[config.mk]
export PLATFORM = sky130hd
export DESIGN_NAME = seg7_display_ctrl
export DESIGN_NICKNAME = d
export VERILOG_FILES = /design/src/rtl/seg7_pkg.sv /design/src/rtl/seg7_decode.sv /design/src/rtl/seg7_display_ctrl.sv
export SDC_FILE = /design/constraint.sdc
export NUM_CORES = 1
export LEC_CHECK = 0
export BUFFER_PORTS_ARGS = -buffer_cell sky130_fd_sc_hd__buf_2
export CORE_MARGIN = 1
export CORE_UTILIZATION = 55
export DETAILED_ROUTE_END_ITERATION = 10
export PLACE_DENSITY = 0.76
export SLEW_MARGIN = 10
export SYNTH_ARGS = -nofsm -noshare
export SYNTH_HDL_FRONTEND = slang
export SYNTH_SLANG_ARGS = --single-unit
[constraint.sdc]
create_clock -name CLOCK_50 -period 2.18 [get_ports CLOCK_50]
set_clock_uncertainty 0.15 [all_clocks]
set_input_delay 0.436 -clock CLOCK_50 [delete_from_list [all_inputs] [get_ports CLOCK_50]]
set_output_delay 0.436 -clock CLOCK_50 [all_outputs]
set_load 0.005 [all_outputs]
[src/rtl/seg7_pkg.sv]
// seg7_pkg: mode encoding, controller states and seven-segment glyph constants.
package seg7_pkg;
  localparam logic [1:0] MODE_HEX   = 2'b00;
  localparam logic [1:0] MODE_DEC   = 2'b01;
  localparam logic [1:0] MODE_BLANK = 2'b10;
  typedef enum logic [1:0] {IDLE, CONV, DONE} state_t;
  localparam logic [6:0] SEG_BLANK = 7'h7F;
  localparam logic [6:0] SEG_DASH  = 7'h3F;
  // active-high glyphs, segment a in bit 0
  localparam logic [6:0] HEX_GLYPH [16] = '{
    7'h3F, 7'h06, 7'h5B, 7'h4F, 7'h66, 7'h6D, 7'h7D, 7'h07,
    7'h7F, 7'h6F, 7'h77, 7'h7C, 7'h39, 7'h5E, 7'h79, 7'h71
  };
endpackage

[src/rtl/seg7_decode.sv]
// seg7_decode: nibble to active-high seven-segment glyph.
module seg7_decode
  import seg7_pkg::*;
(
  input  logic [3:0] nib,
  output logic [6:0] seg
);
  always_comb seg = HEX_GLYPH[nib];
endmodule

[src/rtl/seg7_display_ctrl.sv]
// seg7_display_ctrl: multi-digit hex/decimal seven-segment driver with blanking and blink.
module seg7_display_ctrl
  import seg7_pkg::*;
#(
  parameter int NUM_DIGITS = 6,
  parameter int DATA_W     = 24,
  parameter int BLINK_DIV  = 25_000_000
) (
  input  logic                    CLOCK_50,
  input  logic                    reset,
  input  logic                    wr_en,
  input  logic [DATA_W-1:0]       wr_data,
  input  logic [1:0]              mode,
  input  logic                    lz_blank,
  input  logic                    blink_en,
  output logic                    busy,
  output logic                    overflow,
  output logic [7*NUM_DIGITS-1:0] hex_out
);
  localparam int BW = 4 * NUM_DIGITS;
  localparam int CW = $clog2(DATA_W + 1);
  localparam int KW = $clog2(BLINK_DIV);
  state_t st, st_n;
  logic [DATA_W-1:0] bin;
  logic [BW-1:0] bcd, bcd_adj, dig;
  logic [CW-1:0] ccnt;
  logic [KW-1:0] bcnt;
  logic [63:0] padded;
  logic [7*NUM_DIGITS-1:0] seg, hex_n;
  logic accept, ovf_acc, ovf_q, lz_q, lz_p, blank_q, phase, lead;
  // busy is registered, so it also covers the cycle after DONE; gate on it too
  assign accept = wr_en && st == IDLE && !busy;
  assign padded = 64'(wr_data);
  always_comb begin
    st_n = st;
    case (st)
      IDLE: st_n = accept && mode == MODE_DEC ? CONV : IDLE;
      CONV: st_n = ccnt == CW'(DATA_W - 1) ? DONE : CONV;
      default: st_n = IDLE;
    endcase
  end
  always_comb begin
    bcd_adj = bcd;
    for (int i = 0; i < NUM_DIGITS; i++)
      bcd_adj[4*i+:4] = bcd[4*i+:4] >= 4'd5 ? bcd[4*i+:4] + 4'd3 : bcd[4*i+:4];
  end
  for (genvar g = 0; g < NUM_DIGITS; g++) begin : g_dec
    seg7_decode u_dec (.nib(dig[4*g+:4]), .seg(seg[7*g+:7]));
  end
  always_comb begin
    hex_n = '0;
    lead = 1'b1;
    for (int k = NUM_DIGITS - 1; k >= 0; k--) begin
      lead = lead && dig[4*k+:4] == 4'd0;
      hex_n[7*k+:7] = blink_en && phase ? '1 : ovf_q ? SEG_DASH :
                      (blank_q || (lz_q && lead && k != 0)) ? SEG_BLANK : ~seg[7*k+:7];
    end
  end
  always_ff @(posedge CLOCK_50) begin
    if (reset) begin
      st <= IDLE;
      busy <= 1'b0;
      overflow <= 1'b0;
      hex_out <= {NUM_DIGITS{~HEX_GLYPH[0]}};
      dig <= '0;
      ovf_q <= 1'b0;
      lz_q <= 1'b0;
      lz_p <= 1'b0;
      blank_q <= 1'b0;
      bin <= '0;
      bcd <= '0;
      ccnt <= '0;
      ovf_acc <= 1'b0;
      bcnt <= '0;
      phase <= 1'b0;
    end else begin
      st <= st_n;
      busy <= st != IDLE;
      overflow <= ovf_q;
      hex_out <= hex_n;
      bcnt <= bcnt == KW'(BLINK_DIV - 1) ? '0 : bcnt + KW'(1);
      if (bcnt == KW'(BLINK_DIV - 1)) phase <= ~phase;
      if (accept && mode == MODE_DEC) begin
        bin <= wr_data;
        bcd <= '0;
        ccnt <= '0;
        ovf_acc <= 1'b0;
        lz_p <= lz_blank;
      end else if (accept) begin
        dig <= padded[BW-1:0];
        ovf_q <= mode != MODE_BLANK && |(padded >> BW);
        blank_q <= mode == MODE_BLANK;
        lz_q <= lz_blank;
      end
      if (st == CONV) begin
        bcd <= {bcd_adj[BW-2:0], bin[DATA_W-1]};
        bin <= bin << 1;
        ovf_acc <= ovf_acc | bcd_adj[BW-1];
        ccnt <= ccnt + CW'(1);
      end
      if (st == DONE) begin
        dig <= bcd;
        ovf_q <= ovf_acc;
        blank_q <= 1'b0;
        lz_q <= lz_p;
      end
    end
  end
endmodule

==> impl_metrics.xml <==
<?xml version="1.0" encoding="UTF-8"?>
<metrics>
  <group name="status">
    <metric name="run_status" unit="">finished, final reports clean</metric>
  </group>
  <group name="floorplanning">
    <metric name="die_h" unit="um">120</metric>
    <metric name="die_width" unit="um">120</metric>
    <metric name="core" unit="sq mm">0.0135</metric>
    <metric name="fp.dieArea" unit="sq mm">0.0145</metric>
    <metric name="initial_utilization" unit="">0.572</metric>
    <metric name="core.rowCount" unit="">42</metric>
    <metric name="io_pins" unit="">75</metric>
  </group>
  <group name="sta">
    <metric name="post-route-period-util" unit="">0.933</metric>
    <metric name="finalWorstPathRequiredPeriod" unit="ns">2.03</metric>
    <metric name="slew-limit-headroom" unit="">0.629</metric>
    <metric name="fin_tns_setup" unit="ns">0</metric>
    <metric name="unrepaired_setup_endpoints_after_global_routing" unit="">no</metric>
    <metric name="fmax" unit="MHz">491</metric>
    <metric name="hold_violations" unit="">0</metric>
    <metric name="total_setup_violations_reported_at_the_end_of_the_flow" unit="">0</metric>
    <metric name="final_max_slew_viol_count" unit="">0</metric>
    <metric name="tightest_slew" unit="ns">0.556</metric>
    <metric name="final_hold_slack" unit="ns">0.126</metric>
  </group>
  <group name="synthesis">
    <metric name="ys_warn_count" unit="">0</metric>
    <metric name="yosys.area_share.xor_xnor" unit="">0.0398</metric>
    <metric name="largest_family_of_logic_cells_by_synthesized_area" unit="">simple AND/OR/NAND/NOR gates</metric>
    <metric name="synth_simple_gate_area_share" unit="">0.205</metric>
    <metric name="synth-main-ff-cell" unit="">sky130_fd_sc_hd__dfxtp_1</metric>
    <metric name="synth_async_reset_ratio" unit="">0</metric>
    <metric name="synthesis.nets" unit="">1001</metric>
    <metric name="compound_gate_fraction_of_synth_area" unit="">0.172</metric>
    <metric name="synth.lib_cells_used.distinct" unit="">50</metric>
    <metric name="post_synth_instance_area" unit="sq mm">0.00770</metric>
    <metric name="syn-instance-count" unit="">926</metric>
    <metric name="ys_seq_elements" unit="">154</metric>
    <metric name="synth_adder_area_share" unit="">0.0715</metric>
    <metric name="synthesis.area_per_instance" unit="sq um">8.32</metric>
    <metric name="synth_enable_flop_cells" unit="">0</metric>
    <metric name="synth_mux_area_frac" unit="">0.0533</metric>
    <metric name="proportion_of_synthesized_chip_area_in_sequential_cells" unit="">0.400</metric>
  </group>
  <group name="worst_setup_path">
    <metric name="cp_data_arrival_time" unit="ns">2.16</metric>
    <metric name="critPathTopFamily" unit="">simple AND/OR/NAND/NOR gates</metric>
    <metric name="critical_path.reg2reg.endpoint" unit="">hex_out[27]</metric>
    <metric name="critPathLaunchType" unit="">flip-flop</metric>
    <metric name="r2r_start" unit="">dig[17]</metric>
    <metric name="cell_by_cell_listing_of_the_critical_path" unit="">inv_1 -&gt; ha_1 -&gt; nor3b_1 -&gt; and2_1 -&gt; and3_1 -&gt; a2111oi_2 -&gt; o21ai_0</metric>
    <metric name="crit_path_max_incr_delay" unit="ns">0.44</metric>
    <metric name="worst-path-max-fanout" unit="">6</metric>
    <metric name="timing.reg2reg.setup_slack" unit="ns">0.15</metric>
    <metric name="critical_path.n_buffers_inverters" unit="">1</metric>
    <metric name="critical_path_required" unit="ns">2.31</metric>
    <metric name="number_of_cells_on_the_worst_reg_to_reg_path" unit="">7</metric>
    <metric name="setup.worst_path.class" unit="">reg2reg</metric>
    <metric name="cpMaxStageDelayCell" unit="">sky130_fd_sc_hd__dfxtp_1</metric>
    <metric name="cp-end-kind" unit="">flip-flop</metric>
  </group>
  <group name="power_and_ir_drop">
    <metric name="vdd.ir_drop.worst" unit="mV">0.459</metric>
    <metric name="p_sw" unit="mW">1.78</metric>
    <metric name="leakagePower" unit="nW">3.79</metric>
    <metric name="cell_internal_pwr" unit="mW">5.24</metric>
    <metric name="clkPwrFrac" unit="">0.421</metric>
    <metric name="power.share.switching" unit="">0.253</metric>
    <metric name="combPwrFrac" unit="">0.139</metric>
    <metric name="p_per_area" unit="mW/mm^2">781</metric>
    <metric name="pwr-share-seq" unit="">0.440</metric>
  </group>
  <group name="global_routing">
    <metric name="global_route.overflow_total" unit="">0</metric>
    <metric name="antenna_found_initial" unit="">0</metric>
    <metric name="first_pass_grt_wire_length" unit="um">28900</metric>
    <metric name="via_count_of_the_first_global_routing_pass" unit="">6168</metric>
    <metric name="globalRouteTotalUtil" unit="">0.248</metric>
    <metric name="grt_max_degree" unit="">54</metric>
  </group>
  <group name="routing">
    <metric name="wl_per_cell" unit="um">14.7</metric>
    <metric name="drt_first_iter_violations" unit="">540</metric>
    <metric name="first_pass_iters" unit="">5</metric>
    <metric name="vias" unit="">6625</metric>
    <metric name="wl" unit="um">17300</metric>
    <metric name="ratio_of_routed_vias_to_standard_cells" unit="">5.61</metric>
    <metric name="drt.antenna.violating_nets" unit="">0</metric>
    <metric name="drc_errors" unit="">0</metric>
  </group>
  <group name="hold_path">
    <metric name="worst_hold_class" unit="">in2reg</metric>
    <metric name="hold_path_end" unit="">lz_p</metric>
    <metric name="worstHoldPathCells" unit="">3</metric>
    <metric name="hold_path_startpoint" unit="">lz_blank</metric>
  </group>
  <group name="clock_tree">
    <metric name="cts-hold-fix-buffers" unit="">0</metric>
    <metric name="clock_path_buffers" unit="">2</metric>
    <metric name="cts_root_buf" unit="">sky130_fd_sc_hd__clkbuf_16</metric>
    <metric name="postCtsSetupBuffers" unit="">0</metric>
    <metric name="path_clk_slew" unit="ns">0.06</metric>
    <metric name="htree_levels" unit="">4</metric>
    <metric name="worstSkewPairLatency" unit="ns">0.43</metric>
    <metric name="cts-buffers-inserted" unit="">17</metric>
    <metric name="tritoncts" unit="">done</metric>
    <metric name="cts.sinks" unit="">154</metric>
  </group>
  <group name="final_layout">
    <metric name="syn_to_final_growth" unit="%">16.7</metric>
    <metric name="n_antenna_cell" unit="">0</metric>
    <metric name="net_count_of_the_finished_layout" unit="">1068</metric>
    <metric name="final_layout_size_suffix_gt1_frac" unit="">0.158</metric>
    <metric name="layout.cells.non_filler" unit="">1181</metric>
    <metric name="fin_util" unit="">0.668</metric>
    <metric name="layout_commonest_cell" unit="">sky130_fd_sc_hd__dfxtp_1</metric>
    <metric name="most-common-layout-cells" unit="">sky130_fd_sc_hd__dfxtp_1, sky130_fd_sc_hd__nor2_1, sky130_fd_sc_hd__nand2_1, sky130_fd_sc_hd__a21oi_1, sky130_fd_sc_hd__buf_2</metric>
  </group>
  <group name="placement">
    <metric name="gpl_wtd_cong" unit="">0.874</metric>
    <metric name="place.port_buffers" unit="">74</metric>
    <metric name="dp.cells" unit="">1150</metric>
    <metric name="place.detailed.hpwl" unit="um">12000</metric>
  </group>
  <group name="job">
    <metric name="drv_cap" unit="">0</metric>
  </group>
</metrics>
-- tightest hold or removal path, stage by stage --
cell and delay, ns:
sky130_fd_sc_hd__buf_2 0.10, sky130_fd_sc_hd__mux2i_1 0.06, sky130_fd_sc_hd__nor2_1 0.07
-- power groups by stage --
stage          Combinational [mW]  Sequential (mW)  Clock (mW)
2_1_floorplan               0.631             3.14           0
6_report                    0.973             3.09        2.96
3_5_place_dp                0.951             3.15           0
5_1_grt                      1.08             3.11        3.12
3_3_place_gp                0.938             3.14           0
4_1_cts                     0.963             3.09        2.99
-- per-layer routing --
| metal | wire [um] | share of wire | track usage |
|---|---|---|---|
| met5 | 0 | 0 | 0 |
| met4 | 374 | 0.022 | 0.101 |
| met3 | 788 | 0.046 | 0.0472 |
| met2 | 8130 | 0.47 | 0.410 |
| met1 | 8020 | 0.46 | 0.318 |
-- sequential cells by signal, indices dropped and copies added (netlist names) --
signal	flops
ovf_q	1
ovf_acc	1
lz_q	1
lz_p	1
hex_out	42
st	2
blank_q	1
bcnt	25
busy	1
bcd	24
phase	1
overflow	1
bin	24
dig	24
ccnt	5
-- synth_stat cells (2+ instances only) --
| library cell | count | area [sq um] |
|---|---|---|
| sky130_fd_sc_hd__nand4_1 | 6 | 37.5 |
| sky130_fd_sc_hd__nor3_1 | 31 | 155 |
| sky130_fd_sc_hd__a32oi_1 | 4 | 35.0 |
| sky130_fd_sc_hd__xnor2_1 | 14 | 123 |
| sky130_fd_sc_hd__o211ai_1 | 2 | 15.0 |
| sky130_fd_sc_hd__buf_6 | 3 | 33.8 |
| sky130_fd_sc_hd__buf_2 | 5 | 25.0 |
| sky130_fd_sc_hd__nand3_1 | 32 | 160 |
| sky130_fd_sc_hd__a211oi_1 | 27 | 203 |
| sky130_fd_sc_hd__a211o_1 | 3 | 26.3 |
| sky130_fd_sc_hd__inv_1 | 43 | 161 |
| sky130_fd_sc_hd__buf_4 | 5 | 37.5 |
| sky130_fd_sc_hd__a21oi_1 | 77 | 385 |
| sky130_fd_sc_hd__mux4_2 | 3 | 67.6 |
| sky130_fd_sc_hd__o32a_1 | 5 | 50.1 |
| sky130_fd_sc_hd__a221oi_1 | 2 | 17.5 |
| sky130_fd_sc_hd__clkbuf_1 | 50 | 188 |
| sky130_fd_sc_hd__ha_1 | 44 | 551 |
| sky130_fd_sc_hd__nand2_1 | 93 | 349 |
| sky130_fd_sc_hd__nor4_4 | 2 | 42.5 |
| sky130_fd_sc_hd__nor2b_1 | 9 | 56.3 |
| sky130_fd_sc_hd__and4_1 | 2 | 17.5 |
| sky130_fd_sc_hd__nor2_1 | 121 | 454 |
| sky130_fd_sc_hd__nor3b_1 | 2 | 15.0 |
| sky130_fd_sc_hd__nand4b_1 | 2 | 17.5 |
| sky130_fd_sc_hd__a31oi_1 | 17 | 106 |
| sky130_fd_sc_hd__and2_1 | 7 | 43.8 |
| sky130_fd_sc_hd__mux2i_1 | 32 | 320 |
| sky130_fd_sc_hd__a2111oi_0 | 2 | 17.5 |
| sky130_fd_sc_hd__and3_1 | 8 | 50.1 |
| sky130_fd_sc_hd__dfxtp_1 | 154 | 3080 |
| sky130_fd_sc_hd__xor2_1 | 21 | 184 |
| sky130_fd_sc_hd__a311oi_1 | 25 | 219 |
| sky130_fd_sc_hd__o21ai_0 | 41 | 205 |
| sky130_fd_sc_hd__nand3b_1 | 6 | 45.0 |
| sky130_fd_sc_hd__nand2b_1 | 11 | 68.8 |
| sky130_fd_sc_hd__mux2_2 | 2 | 22.5 |
-- kinds of logic (layout without fill, tap and decap cells) --
family	after synthesis	after routing
multiplexers	37	37
AO/OA/AOI/OAI	210	210
AND/OR/NAND/NOR	339	339
buffers and inverters	107	186
flip-flops	154	154
XOR/XNOR	35	35
adder cells (fa/ha/maj)	44	44
-- worst max-delay path by stage --
stage	end	slack, ns	cells after the start	startpoint
after floorplan	hex_out[27]	0.27	7	dig[20]
after global placement	hex_out[9]	0.15	7	dig[21]
after detailed placement	hex_out[9]	0.04	7	dig[21]
after CTS	hex_out[7]	0.04	7	dig[21]
after global routing	hex_out[20]	0.02	6	dig[17]
final	hex_out[27]	0.15	7	dig[17]
-- layout make-up --
cell class	instances	area, sq um
Multi-Input combinational cell	665	4180
Tap cell	176	220
Fill cell	1110	4460
Sequential cell	154	3090
Inverter	43	161
Clock buffer	19	443
Clock inverter	12	149
Timing Repair Buffer	112	746
-- timing repair --
item                                    in CTS  in global routing
endpoints found under the setup margin       0                  8
hold endpoints to repair                     0                  0
resized for setup                            0                  6
-- stage by stage --
step / instance area, sq um / setup WS (ns) / power (mW)
2_1_floorplan: 7700 / 0.270 / 3.77
3_3_place_gp: 8380 / 0.146 / 4.08
3_5_place_dp: 8380 / 0.0422 / 4.10
4_1_cts: 8970 / 0.0351 / 7.05
5_1_grt: 8990 / 0.0156 / 7.31
6_report: 8990 / 0.145 / 7.02
(Power assumes the default switching activity.)
